==> src/rtl/board_controller_if.sv <==
// Move handshake bundle for board_controller: a mover offers a cell and a side,
// the controller answers with mv_ready.
interface board_controller_if #(
  parameter int N = 3
) ();
  localparam int RW = $clog2(N);

  logic          mv_valid;
  logic          mv_ready;
  logic [1:0]    mv_xoro;
  logic [RW-1:0] mv_row;
  logic [RW-1:0] mv_col;

  modport master (output mv_valid, mv_xoro, mv_row, mv_col, input mv_ready);
  modport slave  (input mv_valid, mv_xoro, mv_row, mv_col, output mv_ready);
endinterface

==> src/rtl/board_controller.sv <==
// N x N noughts-and-crosses referee: validates moves, scans one line per cycle
// for a win or draw, and streams the board out one cell per cycle.
module board_controller #(
  parameter  int N  = 3,
  localparam int RW = $clog2(N)
) (
  input  logic                  clk,
  input  logic                  reset,
  input  logic                  new_game,
  board_controller_if.slave     mv,
  output logic                  err,
  output logic [2:0]            err_code,
  output logic [1:0]            turn,
  output logic [1:0]            win,
  output logic [RW-1:0]         scan_row,
  output logic [RW-1:0]         scan_col,
  output logic [1:0]            scan_xoro
);
  localparam int CELLS = N * N;
  localparam int CIW   = $clog2(CELLS);
  localparam int CW    = $clog2(CELLS + 1);
  localparam int LW    = $clog2(2 * N + 2);

  typedef enum logic [1:0] {IDLE = 2'd0, CHECK = 2'd1, OVER = 2'd2} state_t;

  state_t                  state;
  logic                    ready;
  logic [CELLS-1:0][1:0]   board;
  logic [CELLS-1:0][1:0]   board_next;
  logic [CW-1:0]           count;
  logic [1:0]              last;
  logic [LW-1:0]           line;
  logic                    hs;
  logic                    parse_bad;
  logic                    accept;
  logic                    hit;
  logic [2:0]              code;
  logic [CIW-1:0]          cell_sel;
  logic [CIW-1:0]          next_idx;
  logic [RW-1:0]           next_row;
  logic [RW-1:0]           next_col;
  int                      cidx;

  assign mv.mv_ready = ready;
  assign hs          = mv.mv_valid & ready;
  assign parse_bad   = (int'(mv.mv_row) >= N) || (int'(mv.mv_col) >= N) ||
                       (mv.mv_xoro == 2'b00) || (mv.mv_xoro == 2'b11);
  assign accept      = hs && !new_game && (code == 3'd0);

  // Move classification, highest-priority reason first
  always_comb begin
    cell_sel = '0;
    if (parse_bad) begin
      cell_sel = '0;
    end else begin
      cell_sel = CIW'(int'(mv.mv_row) * N + int'(mv.mv_col));
    end
    code = 3'd0;
    if (state == OVER) begin
      code = 3'd4;
    end else if (parse_bad) begin
      code = 3'd1;
    end else if (mv.mv_xoro != turn) begin
      code = 3'd2;
    end else if (board[cell_sel] != 2'b00) begin
      code = 3'd3;
    end else begin
      code = 3'd0;
    end
  end

  // Board contents after this edge, so the scanner never shows a stale cell
  always_comb begin
    board_next = board;
    if (new_game) begin
      board_next = '0;
    end else if (accept) begin
      board_next[cell_sel] = mv.mv_xoro;
    end else begin
      board_next = board;
    end
  end

  // Line under test: rows, then columns, then main and anti diagonal
  always_comb begin
    hit  = 1'b1;
    cidx = 0;
    for (int k = 0; k < N; k++) begin
      if (int'(line) < N) begin
        cidx = int'(line) * N + k;
      end else if (int'(line) < 2 * N) begin
        cidx = k * N + (int'(line) - N);
      end else if (int'(line) == 2 * N) begin
        cidx = k * N + k;
      end else begin
        cidx = k * N + (N - 1 - k);
      end
      if (board[CIW'(cidx)] != last) begin
        hit = 1'b0;
      end else begin
        hit = hit;
      end
    end
  end

  // Row-major scanner position for the next cycle
  always_comb begin
    next_row = scan_row;
    next_col = scan_col + RW'(1);
    if (scan_col == RW'(N - 1)) begin
      next_col = '0;
      if (scan_row == RW'(N - 1)) begin
        next_row = '0;
      end else begin
        next_row = scan_row + RW'(1);
      end
    end else begin
      next_row = scan_row;
    end
    next_idx = CIW'(int'(next_row) * N + int'(next_col));
  end

  // Game FSM, board storage and scanner registers
  always_ff @(posedge clk or negedge reset) begin
    if (!reset) begin
      state     <= IDLE;
      ready     <= 1'b1;
      board     <= '0;
      count     <= '0;
      last      <= 2'b00;
      line      <= '0;
      turn      <= 2'b01;
      win       <= 2'b00;
      err       <= 1'b0;
      err_code  <= 3'd0;
      scan_row  <= '0;
      scan_col  <= '0;
      scan_xoro <= 2'b00;
    end else begin
      scan_row  <= next_row;
      scan_col  <= next_col;
      scan_xoro <= board_next[next_idx];
      board     <= board_next;
      err       <= 1'b0;
      if (new_game) begin
        state    <= IDLE;
        ready    <= 1'b1;
        count    <= '0;
        line     <= '0;
        turn     <= 2'b01;
        win      <= 2'b00;
        err_code <= 3'd0;
      end else begin
        case (state)
          IDLE, OVER: begin
            if (hs && (code != 3'd0)) begin
              err      <= 1'b1;
              err_code <= code;
            end else if (hs) begin
              count    <= count + CW'(1);
              turn     <= ~turn;
              last     <= mv.mv_xoro;
              err_code <= 3'd0;
              line     <= '0;
              state    <= CHECK;
              ready    <= 1'b0;
            end else begin
              state <= state;
            end
          end
          CHECK: begin
            if (hit) begin
              win   <= last;
              state <= OVER;
              ready <= 1'b1;
            end else if (line == LW'(2 * N + 1)) begin
              ready <= 1'b1;
              if (count == CW'(CELLS)) begin
                win   <= 2'b11;
                state <= OVER;
              end else begin
                state <= IDLE;
              end
            end else begin
              line <= line + LW'(1);
            end
          end
          default: begin
            state <= IDLE;
            ready <= 1'b1;
          end
        endcase
      end
    end
  end
endmodule
==> src/flat_wrapper.sv <==
// flat-port wrapper written by rule: the top's interface ports become plain ports
module board_controller_flat 
#(
  parameter  int N  = 3,
  localparam int RW = $clog2(N)
)
  (clk, reset, new_game, err, err_code, turn, win, scan_row, scan_col, scan_xoro, mv_mv_valid, mv_mv_xoro, mv_mv_row, mv_mv_col, mv_mv_ready);
  board_controller_if #(.N(N)) mv_i ();
  input  logic clk;
  input  logic reset;
  input  logic new_game;
  output logic err;
  output logic [2:0] err_code;
  output logic [1:0] turn;
  output logic [1:0] win;
  output logic [RW-1:0] scan_row;
  output logic [RW-1:0] scan_col;
  output logic [1:0] scan_xoro;
  input wire logic [$bits(mv_i.mv_valid)-1:0] mv_mv_valid;
  input wire logic [$bits(mv_i.mv_xoro)-1:0] mv_mv_xoro;
  input wire logic [$bits(mv_i.mv_row)-1:0] mv_mv_row;
  input wire logic [$bits(mv_i.mv_col)-1:0] mv_mv_col;
  output wire logic [$bits(mv_i.mv_ready)-1:0] mv_mv_ready;
  assign mv_i.mv_valid = mv_mv_valid;
  assign mv_i.mv_xoro = mv_mv_xoro;
  assign mv_i.mv_row = mv_mv_row;
  assign mv_i.mv_col = mv_mv_col;
  assign mv_mv_ready = mv_i.mv_ready;
  board_controller #(.N(N)) u_core (.clk(clk), .reset(reset), .new_game(new_game), .mv(mv_i), .err(err), .err_code(err_code), .turn(turn), .win(win), .scan_row(scan_row), .scan_col(scan_col), .scan_xoro(scan_xoro));
endmodule
==> config.mk <==
export PLATFORM = sky130hd
export DESIGN_NAME = board_controller_flat
export DESIGN_NICKNAME = d
export VERILOG_FILES = /design/src/rtl/board_controller_if.sv /design/src/rtl/board_controller.sv /design/src/flat_wrapper.sv
export SDC_FILE = /design/constraint.sdc
export NUM_CORES = 1
export LEC_CHECK = 0
export CAP_MARGIN = 10
export CORE_ASPECT_RATIO = 2
export CORE_MARGIN = 4
export CORE_UTILIZATION = 50
export DETAILED_ROUTE_END_ITERATION = 7
export PLACE_DENSITY = 0.66
export REMOVE_ABC_BUFFERS = 1
export SYNTH_ARGS = -nofsm -noshare
export SYNTH_HDL_FRONTEND = slang
export SYNTH_SLANG_ARGS = --single-unit
==> constraint.sdc <==
create_clock -name clk -period 4.9 [get_ports clk]
set_input_delay 0.49 -clock clk [delete_from_list [all_inputs] [get_ports clk]]
set_output_delay 0.49 -clock clk [all_outputs]
set_load 0.05 [all_outputs]
# After elaboration in Yosys (flattened, before gate mapping)
# Index checks and enable logic that the tools add are counted.
# word_totals
register_bits	44
latch_bits	0
ram_bits	0
romBits	0
inputBits	10
elab_cells	169
mem_count	0
# op_classes
add_sub_neg	11
mul	3
div_mod_pow	0
n_lt_le_gt_ge	10
eq_ne	18
n_shift	0
n_mux	75
bitwise_logic	4
n_reduce_logical	27
# op_table
cell	n
two-way mux 2 bit	29
two-way mux 4 bit	12
binary-select mux 2 bit (select 4 bit)	5
two-way mux 18 bit	2
two-way mux 3 bit	11
bitwise mux 18 bit	1
less-than comparator 4 x 6 -> 1 bit, second input constant	3
nonzero test 3 bit	5
two-way mux 1 bit	11
less-than comparator 4 x 5 -> 1 bit, second input constant	2
inequality test 3 bit, second input constant	3
AND reduction 3 bit	3
adder 4 x 3 -> 4 bit	2
demux 2 bit (select 4 bit)	1
== test 2 bit, second input constant	4
multiplier 2 x 2 -> 4 bit, second input constant	2
inequality test 2 bit	4
nonzero test 2 bit	4
case mux 3 bit (2 select lines)	1
AND reduction 5 bit	1
adder 2 x 1 -> 2 bit, second input constant	2
adder 3 x 4 -> 4 bit, first input constant	1
adder 4 x 1 -> 4 bit, second input constant	1
adder 4 x 2 -> 4 bit, second input constant	1
other kinds (29)	37

# Longest topological paths before layout
# Gate-level depths: netlist (run 1).
# logic_depth
word_depth	18
mapped_depth	15
mapped_depth_nobuf	14

# Worst setup path after synthesis (run 1)
# Ideal clock, no wire load.
# synth_path
path_type	register -> register
startpoint	reg u_core.line[0]
endpoint	reg u_core.line[0]
setup_ns	0.095
arrival_time_ns	3.740
required_time_ns	4.805
path_slack_ns	1.064
path_stages_with_launch	16
path_buffers	2
synth_period_minus_slack_ns	3.836
path_cell_list	dfrtp_1 -> buf_2 -> inv_1 -> clkbuf_1 -> ha_1 -> inv_1 -> ha_1 -> nor2b_1 -> o31ai_2 -> or3b_2 -> o311a_1 -> o31ai_1 -> and4_1 -> o22ai_2 -> a2111o_1 -> o31ai_1
# synth_via
elab_chain_len	13
elab_cells_between_ends	41
cone_classes	add/sub: 6; mul: 1; order compare: 2; eq/ne: 7; mux: 24; reduce/logical: 1
# synth_lines
element	line	source
from (decl)	board_controller.sv:32	logic [LW-1:0] line;
from (signal assigned)	board_controller.sv:185	line <= line + LW'(1);
parallel branches: the longest is 13 deep, another holds multiplier 3 x 2 -> 4 bit	n/a	
# Parallel ways; which one is timed is not known. The select of a mux whose other input is x is not followed.
# A chain may end at the register's enable or synchronous reset.

# Worst setup path after layout (run 1)
# layout_path
startpoint	in mv_mv_col[1]
endpoint	reg u_core.scan_xoro[1]
# layout_via
elab_chain_len	18
elab_cells_between_ends	25
cone_classes	add/sub: 1; order compare: 3; mux: 14; reduce/logical: 7
# layout_lines
element	line	source
from (decl)	flat_wrapper.sv:22	input wire logic [$bits(mv_i.mv_col)-1:0] mv_mv_col;
>= comparator 2 bit	board_controller.sv:46	assign parse_bad = (int'(mv.mv_row) >= N) || (int'(mv.mv_col) >= N) ||
logical OR 1 bit (2 in a row)	board_controller.sv:46	
logical OR 1 bit	board_controller.sv:47	(mv.mv_xoro == 2'b00) || (mv.mv_xoro == 2'b11);
two-way mux 4 bit	board_controller.sv:53	if (parse_bad) begin
binary-select mux 2 bit (select 4 bit)	board_controller.sv:65	end else if (board[cell_sel] != 2'b00) begin
two-way mux 2 bit (implied by the code)	board_controller.sv:65	
nonzero test 2 bit	board_controller.sv:65	
two-way mux 2 bit	board_controller.sv:65	
two-way mux 3 bit	board_controller.sv:63	end else if (mv.mv_xoro != turn) begin
two-way mux 3 bit	board_controller.sv:61	end else if (parse_bad) begin
two-way mux 3 bit	board_controller.sv:59	if (state == OVER) begin
zero test 3 bit	board_controller.sv:48	assign accept = hs && !new_game && (code == 3'd0);
logical AND 1 bit	board_controller.sv:48	
two-way mux 18 bit (*)	board_controller.sv:77	end else if (accept) begin
two-way mux 18 bit (*)	board_controller.sv:75	if (new_game) begin
binary-select mux 2 bit (select 4 bit) (*)	board_controller.sv:142	scan_xoro <= board_next[next_idx];
two-way mux 2 bit (implied by the code) (*)	board_controller.sv:142	
to (signal assigned)	board_controller.sv:142	
to (decl)	board_controller.sv:17	output logic [1:0] scan_xoro
# Mark *: on every way between the ends. The rest lies on a longest branch, timed or not. The select of a mux whose other input is x is not followed.

==> results of run 1 <==
==> kinds of logic after synthesis <==
family | count (synthesis) | synth area share
adders and majority gates | 24 | 0.0878
AOI/OAI and AO/OA | 127 | 0.235
DFF | 44 | 0.287
and+or+nand+nor | 162 | 0.221
muxes | 24 | 0.0807
buffers and inverters | 52 | 0.0634
xor gates and xnor gates | 11 | 0.0250
==> final timing paths <==
check / from / endpoint / slack [ps] / cells past startpoint
min reg2reg: u_core.err_code[1] / u_core.err_code[1] / 510 / 2
min: reset / u_core.board[11] / 360 / 1
min in group clk: u_core.err_code[1] / u_core.err_code[1] / 510 / 2
max: mv_mv_col[1] / u_core.scan_xoro[1] / 570 / 13
max reg2reg: u_core.line[1] / u_core.line[0] / 740 / 14
max in group asynchronous: reset / u_core.line[2] / 3900 / 1
==> through the flow <==
stage               utilization  cell area, sq um  cells
finish                    0.569              4290    551
global route              0.569              4290    551
CTS                       0.569              4290    551
detailed placement        0.546              4120    543
global placement          0.546              4120    543
floorplan                     -              3690    415
==> per-layer routing <==
metal	global-route usage	wire [um]	up-vias
met2	0.446	6080	139
met1	0.263	4050	1754
li1	-	-	1660
met4	0.179	805	0
met5	0	0	-
met3	0.0321	399	53
==> cells in the final DEF (no fill, tap or decap), drive strengths merged, types with 8 or more instances in the layout <==
master	Yosys	final
o21ai	18	18
a21oi	26	26
nand3	8	8
nor2b	11	11
buf	16	11
clkdlybuf4s50	0	23
dfrtp	42	42
ha	19	19
nor3	16	16
o21a	10	10
nand2	27	27
inv	23	23
and2	9	9
mux2i	13	13
a211oi	16	16
nor2	46	46
==> flip-flops by register name, summed over array words and instances (netlist names) <==
name                flops
u_core.board           18
u_core.count            4
u_core.err              1
u_core.err_code         3
u_core.last             2
u_core.line             3
u_core.mv.mv_ready      1
u_core.scan_col         2
u_core.scan_row         2
u_core.scan_xoro        2
u_core.state            2
u_core.turn             2
u_core.win              2
==> power breakdown <==
part           total [mW]  switching [mW]  internal, mW
sequential          0.389          0.0120         0.377
combinational       0.181           0.116        0.0644
clock               0.401           0.146         0.255
==> worst max-delay path: cells and delay by family <==
family	cells	cell delay, ps
and+or+nand+nor	3	1120
AOI/OAI and AO/OA	5	940
adders and majority gates	3	1440
buffers and inverters	2	500
==> cell type report <==
type                       count  area (sq um)
clock buffer                   6           139
clock inverter                 2          38.8
fill                         726          3250
inverter                      23          86.3
multi-input combinational    348          2500
sequential                    44          1100
tap                           94           118
timing repair buffer          34           310
==> impl_metrics.toml, run 1 <==
[outcome]
status = "completed"

[logic_synthesis]
netlist_top_cells_area = "dfrtp_1 (27%), ha_1 (6.2%), nor2_1 (4.5%), mux2i_1 (3.4%), a21oi_1 (3.3%)"
synth_common_cells = "nor2_1 (46), dfrtp_1 (42), nand2_1 (27)"
synth_seq_cells = 44
synthCells = 444
yosysMostFrequentCell = "nor2_1"
ys_types = 67
syn-mean-instance-area_sq_um = 8.66
yosysTopAreaCell = "dfrtp_1"
async_flop_share = 1.00
yosysSeqAreaShare = 0.287
synthFlopType = "dfrtp_1"
syn-cell-area_sq_um = 3850
yosysWarnings = 0
synth_top_cell_area_share = 0.273
synth_edf_count = 0

[global_route]
grt_max_degree = 45
antenna_found_initial = 0
grt-ovfl-total = 0
grt_pass1_wl_mm = 18.4
grt_pass1_vias = 3585
grtUsageTotal = 0.250

[drt]
drc = 0
drt-vias-per-instance = 6.54
first_iter_violations = 334
wl_mm = 11.3
firstDrtPassIters = 5
wl_per_cell_um = 20.6
ant_nets = 0
vias = 3606

[floorplanning]
start_util = 0.510
fp-row-count = 45
design.core.area_sq_um = 7540
dieWidth_um = 70.0
ioPinCount = 25
die_h_um = 132
dieArea_sq_um = 9240

[worst_setup_path]
critPathKind = "input pin to flip-flop"
crit_path_top_delay_cell = "fa_1"
cp_max_fo = 11
cp_data_arrival_time_ps = 4500
max_stage_delay_ps = 700
path_cells = "clkdlybuf4s50_1 > fa_1 > ha_1 > inv_1 > fa_1 > a31oi_1 > a31oi_1 > o221ai_1 > and2_1 > and3_1 > a211oi_1 > a2111oi_0 > or4_1"
critPathLaunchType = "input pin"
crit_path_end_kind = "flip-flop"
critical_path_required_ps = 5070

[final_layout]
drive_gt1_frac = 0.0963
fin_nets = 490
syn_to_final_growth_pct = 11.6
diodes = 0

[clocking]
ctsResizeCount = 0
cts_tree = "done"
clk_pin_slew_ps = 60
cts_buffers = 5
hold_buffers = 0
postCtsSetupRepairBufs = 0
worstSkewPairLatency_ps = 290
htree_num_levels = 2
clockRootBuffer = "clkbuf_16"
cts_buffer_depth = 2
cts.sinks = 44

[timing]
min_period_ps = 4330
tightest_slew_ps = 1020
rsz0062_at_grt = "no"
finalSetupViolCount = 0
drv_slew = 0
max_freq_mhz = 231
fin_crit_sh = 0.884
slew_headroom = 0.321
finalClockSkew_ps = 4.48
holdWs_ps = 364
setup_ws_ps = 566
final_hold_viol_count = 0
final.setup.tns_ps = 0

[pwr]
total_leakage_power_nw = 1.85
power_density_nw_per_um2 = 226
vdd_drop_max_v = 0.000289
power_uw = 970

[place]
hpwl_mm = 8.63
gp_congestion = 0.941
port_buffers = 24
dpl_worst_slack_ps = 351

[hold_path]
hp-class = "input pin to async pin"

[job]
maxCapViolations = 0
Power figures use the tool's default switching activity.
==> inputs of run 2 (changes only) <==
--- a/config.mk
+++ b/config.mk
@@ -10,8 +10,10 @@
 export CORE_MARGIN = 4
 export CORE_UTILIZATION = 50
 export DETAILED_ROUTE_END_ITERATION = 7
-export PLACE_DENSITY = 0.66
+export DONT_BUFFER_PORTS = 1
+export PLACE_DENSITY = 0.62
 export REMOVE_ABC_BUFFERS = 1
 export SYNTH_ARGS = -nofsm -noshare
 export SYNTH_HDL_FRONTEND = slang
 export SYNTH_SLANG_ARGS = --single-unit
+export TNS_END_PERCENT = 30
==> run 2 against run 1 <==
Setup slack better by 270 ps. Die area is the same. Clock skew decreased by 0.90 ps. Wire length is 0.82% lower. Non-clock buffer count down 24. First-iteration DRC count down 20%.
==> impl_metrics.toml, run 2 (synthesis results as in run 1) <==
[clocking]
postCtsSetupRepairBufs = 0
worstSkewPairLatency_ps = 290
cts_buffers = 5
cts_buffer_depth = 2
hold_buffers = 1
clk_pin_slew_ps = 60
ctsResizeCount = 0
htree_num_levels = 2
clockRootBuffer = "clkbuf_16"
cts.sinks = 44
cts_tree = "done"

[worst_setup_path]
cp_max_fo = 15
crit_path_frequent_cell = "ha_1"
crit_path_end_kind = "flip-flop"
path_cells = "ha_1 > inv_1 > ha_1 > buf_4 > nand4b_1 > o21a_1 > o32ai_1 > mux2i_1 > o21ai_0 > nor3b_1 > o22ai_2 > a2111o_1 > o31ai_1"
critical_path_required_ps = 5100
critPathLaunchType = "flip-flop"
critPathTopFamily = "compound AO/OA/AOI/OAI gates"
cp_num_buf_inv = 2
crit_path_top_delay_cell = "dfrtp_1"
cp_data_arrival_time_ps = 4270
max_stage_delay_ps = 460
critPathKind = "flip-flop to flip-flop"

[global_route]
antenna_found_initial = 0
grt-ovfl-total = 0
grt_pass1_wl_mm = 18.0
grtUsageTotal = 0.249
grt_max_degree = 43
grt_pass1_vias = 3486

[pwr]
vdd_drop_max_v = 0.000212
power_density_nw_per_um2 = 239
total_leakage_power_nw = 1.77

[drt]
firstDrtPassIters = 5
wl_per_cell_um = 21.4
first_iter_violations = 267
drc = 0
vias = 3454
wl_mm = 11.2
drt-vias-per-instance = 6.57
ant_nets = 0

[floorplanning]
ioPinCount = 25
fp-row-count = 45
dieWidth_um = 70.0
design.core.area_sq_um = 7540
die_h_um = 132
dieArea_sq_um = 9240
start_util = 0.510

[timing]
finalClockSkew_ps = 3.58
tightest_slew_ps = 818
final.setup.tns_ps = 0
max_freq_mhz = 246
final_hold_viol_count = 0
slew_headroom = 0.449
drv_slew = 0
fin_crit_sh = 0.830
rsz0062_at_grt = "no"
min_period_ps = 4070
finalSetupViolCount = 0

[final_layout]
final_common_cell = "nor2_1"
design_area_sq_um = 4080
largest_reg_flops = 18
final_cell_mix = "nor2_1 (46), dfrtp_1 (42), nand2_1 (27)"
fin_nets = 466
diodes = 0
drive_gt1_frac = 0.0972
syn_to_final_growth_pct = 6.05
reg.largest.list = "u_core.board x18, u_core.count x4"
largest-register = "u_core.board"

[place]
port_buffers = 0
gp_congestion = 0.943
dpl_cell_area_sq_um = 3870
hpwl_mm = 8.51

[outcome]
status = "completed"

[hold_path]
hp-class = "input pin to async pin"

[job]
maxCapViolations = 0
==> run 2: worst paths after layout <==
| kind | end | depth (start not counted) | slack, ps | start |
|---|---|---|---|---|
| worst max-delay path | u_core.line[2] | 13 | 830 | u_core.line[1] |
| worst min-delay path | u_core.turn[0] | 0 | 40 | reset |
| worst max register to register | u_core.line[2] | 13 | 830 | u_core.line[1] |
| worst min register to register | u_core.count[3] | 2 | 560 | u_core.count[3] |
| max in group asynchronous | u_core.last[1] | 1 | 4660 | reset |
| min in group clk | u_core.board[13] | 1 | 260 | new_game |
==> run 2: worst reg2reg max path, cell delays in order (launching register included) <==
cell and delay, ps:
dfrtp_1 460, ha_1 270, inv_1 70, ha_1 400
buf_4 290, nand4b_1 340, o21a_1 280, o32ai_1 420
mux2i_1 160, o21ai_0 310, nor3b_1 310, o22ai_2 190
a2111o_1 410, o31ai_1 70
==> run 2: layout make-up <==
class / count / area [sq um]
Fill cell: 737 / 3470
Multi-Input combinational cell: 348 / 2500
Sequential cell: 44 / 1100
Clock buffer: 5 / 125
Tap cell: 94 / 118
Timing Repair Buffer: 10 / 87.6
Inverter: 23 / 86.3
Clock inverter: 2 / 60.1
==> run 2: power by group <==
group	leakage, nW	internal, mW	switching (mW)
registers	0.591	0.377	0.0277
logic	1.09	0.0536	0.0921
clock network	0.0899	0.289	0.137
==> run 2: metal layers <==
metal  GRT usage  vias to the layer above  part of all wire
met5           0                        -                 0
met4       0.155                        0             0.065
met2       0.456                      134              0.54
met1       0.260                     1670              0.36
met3      0.0313                       44             0.043
li1            -                     1606                 -
==> run 2: through the flow <==
step	cells	setup slack (ps)	util	hold slack (ps)	power, mW
3_3_place_gp	518	650	0.513	196	0.547
3_5_place_dp	518	699	0.513	196	0.547
2_1_floorplan	415	677	-	194	0.508
4_1_cts	526	954	0.541	31.1	0.984
6_report	526	832	0.541	39.6	0.977
5_1_grt	526	595	0.541	29.3	1.01
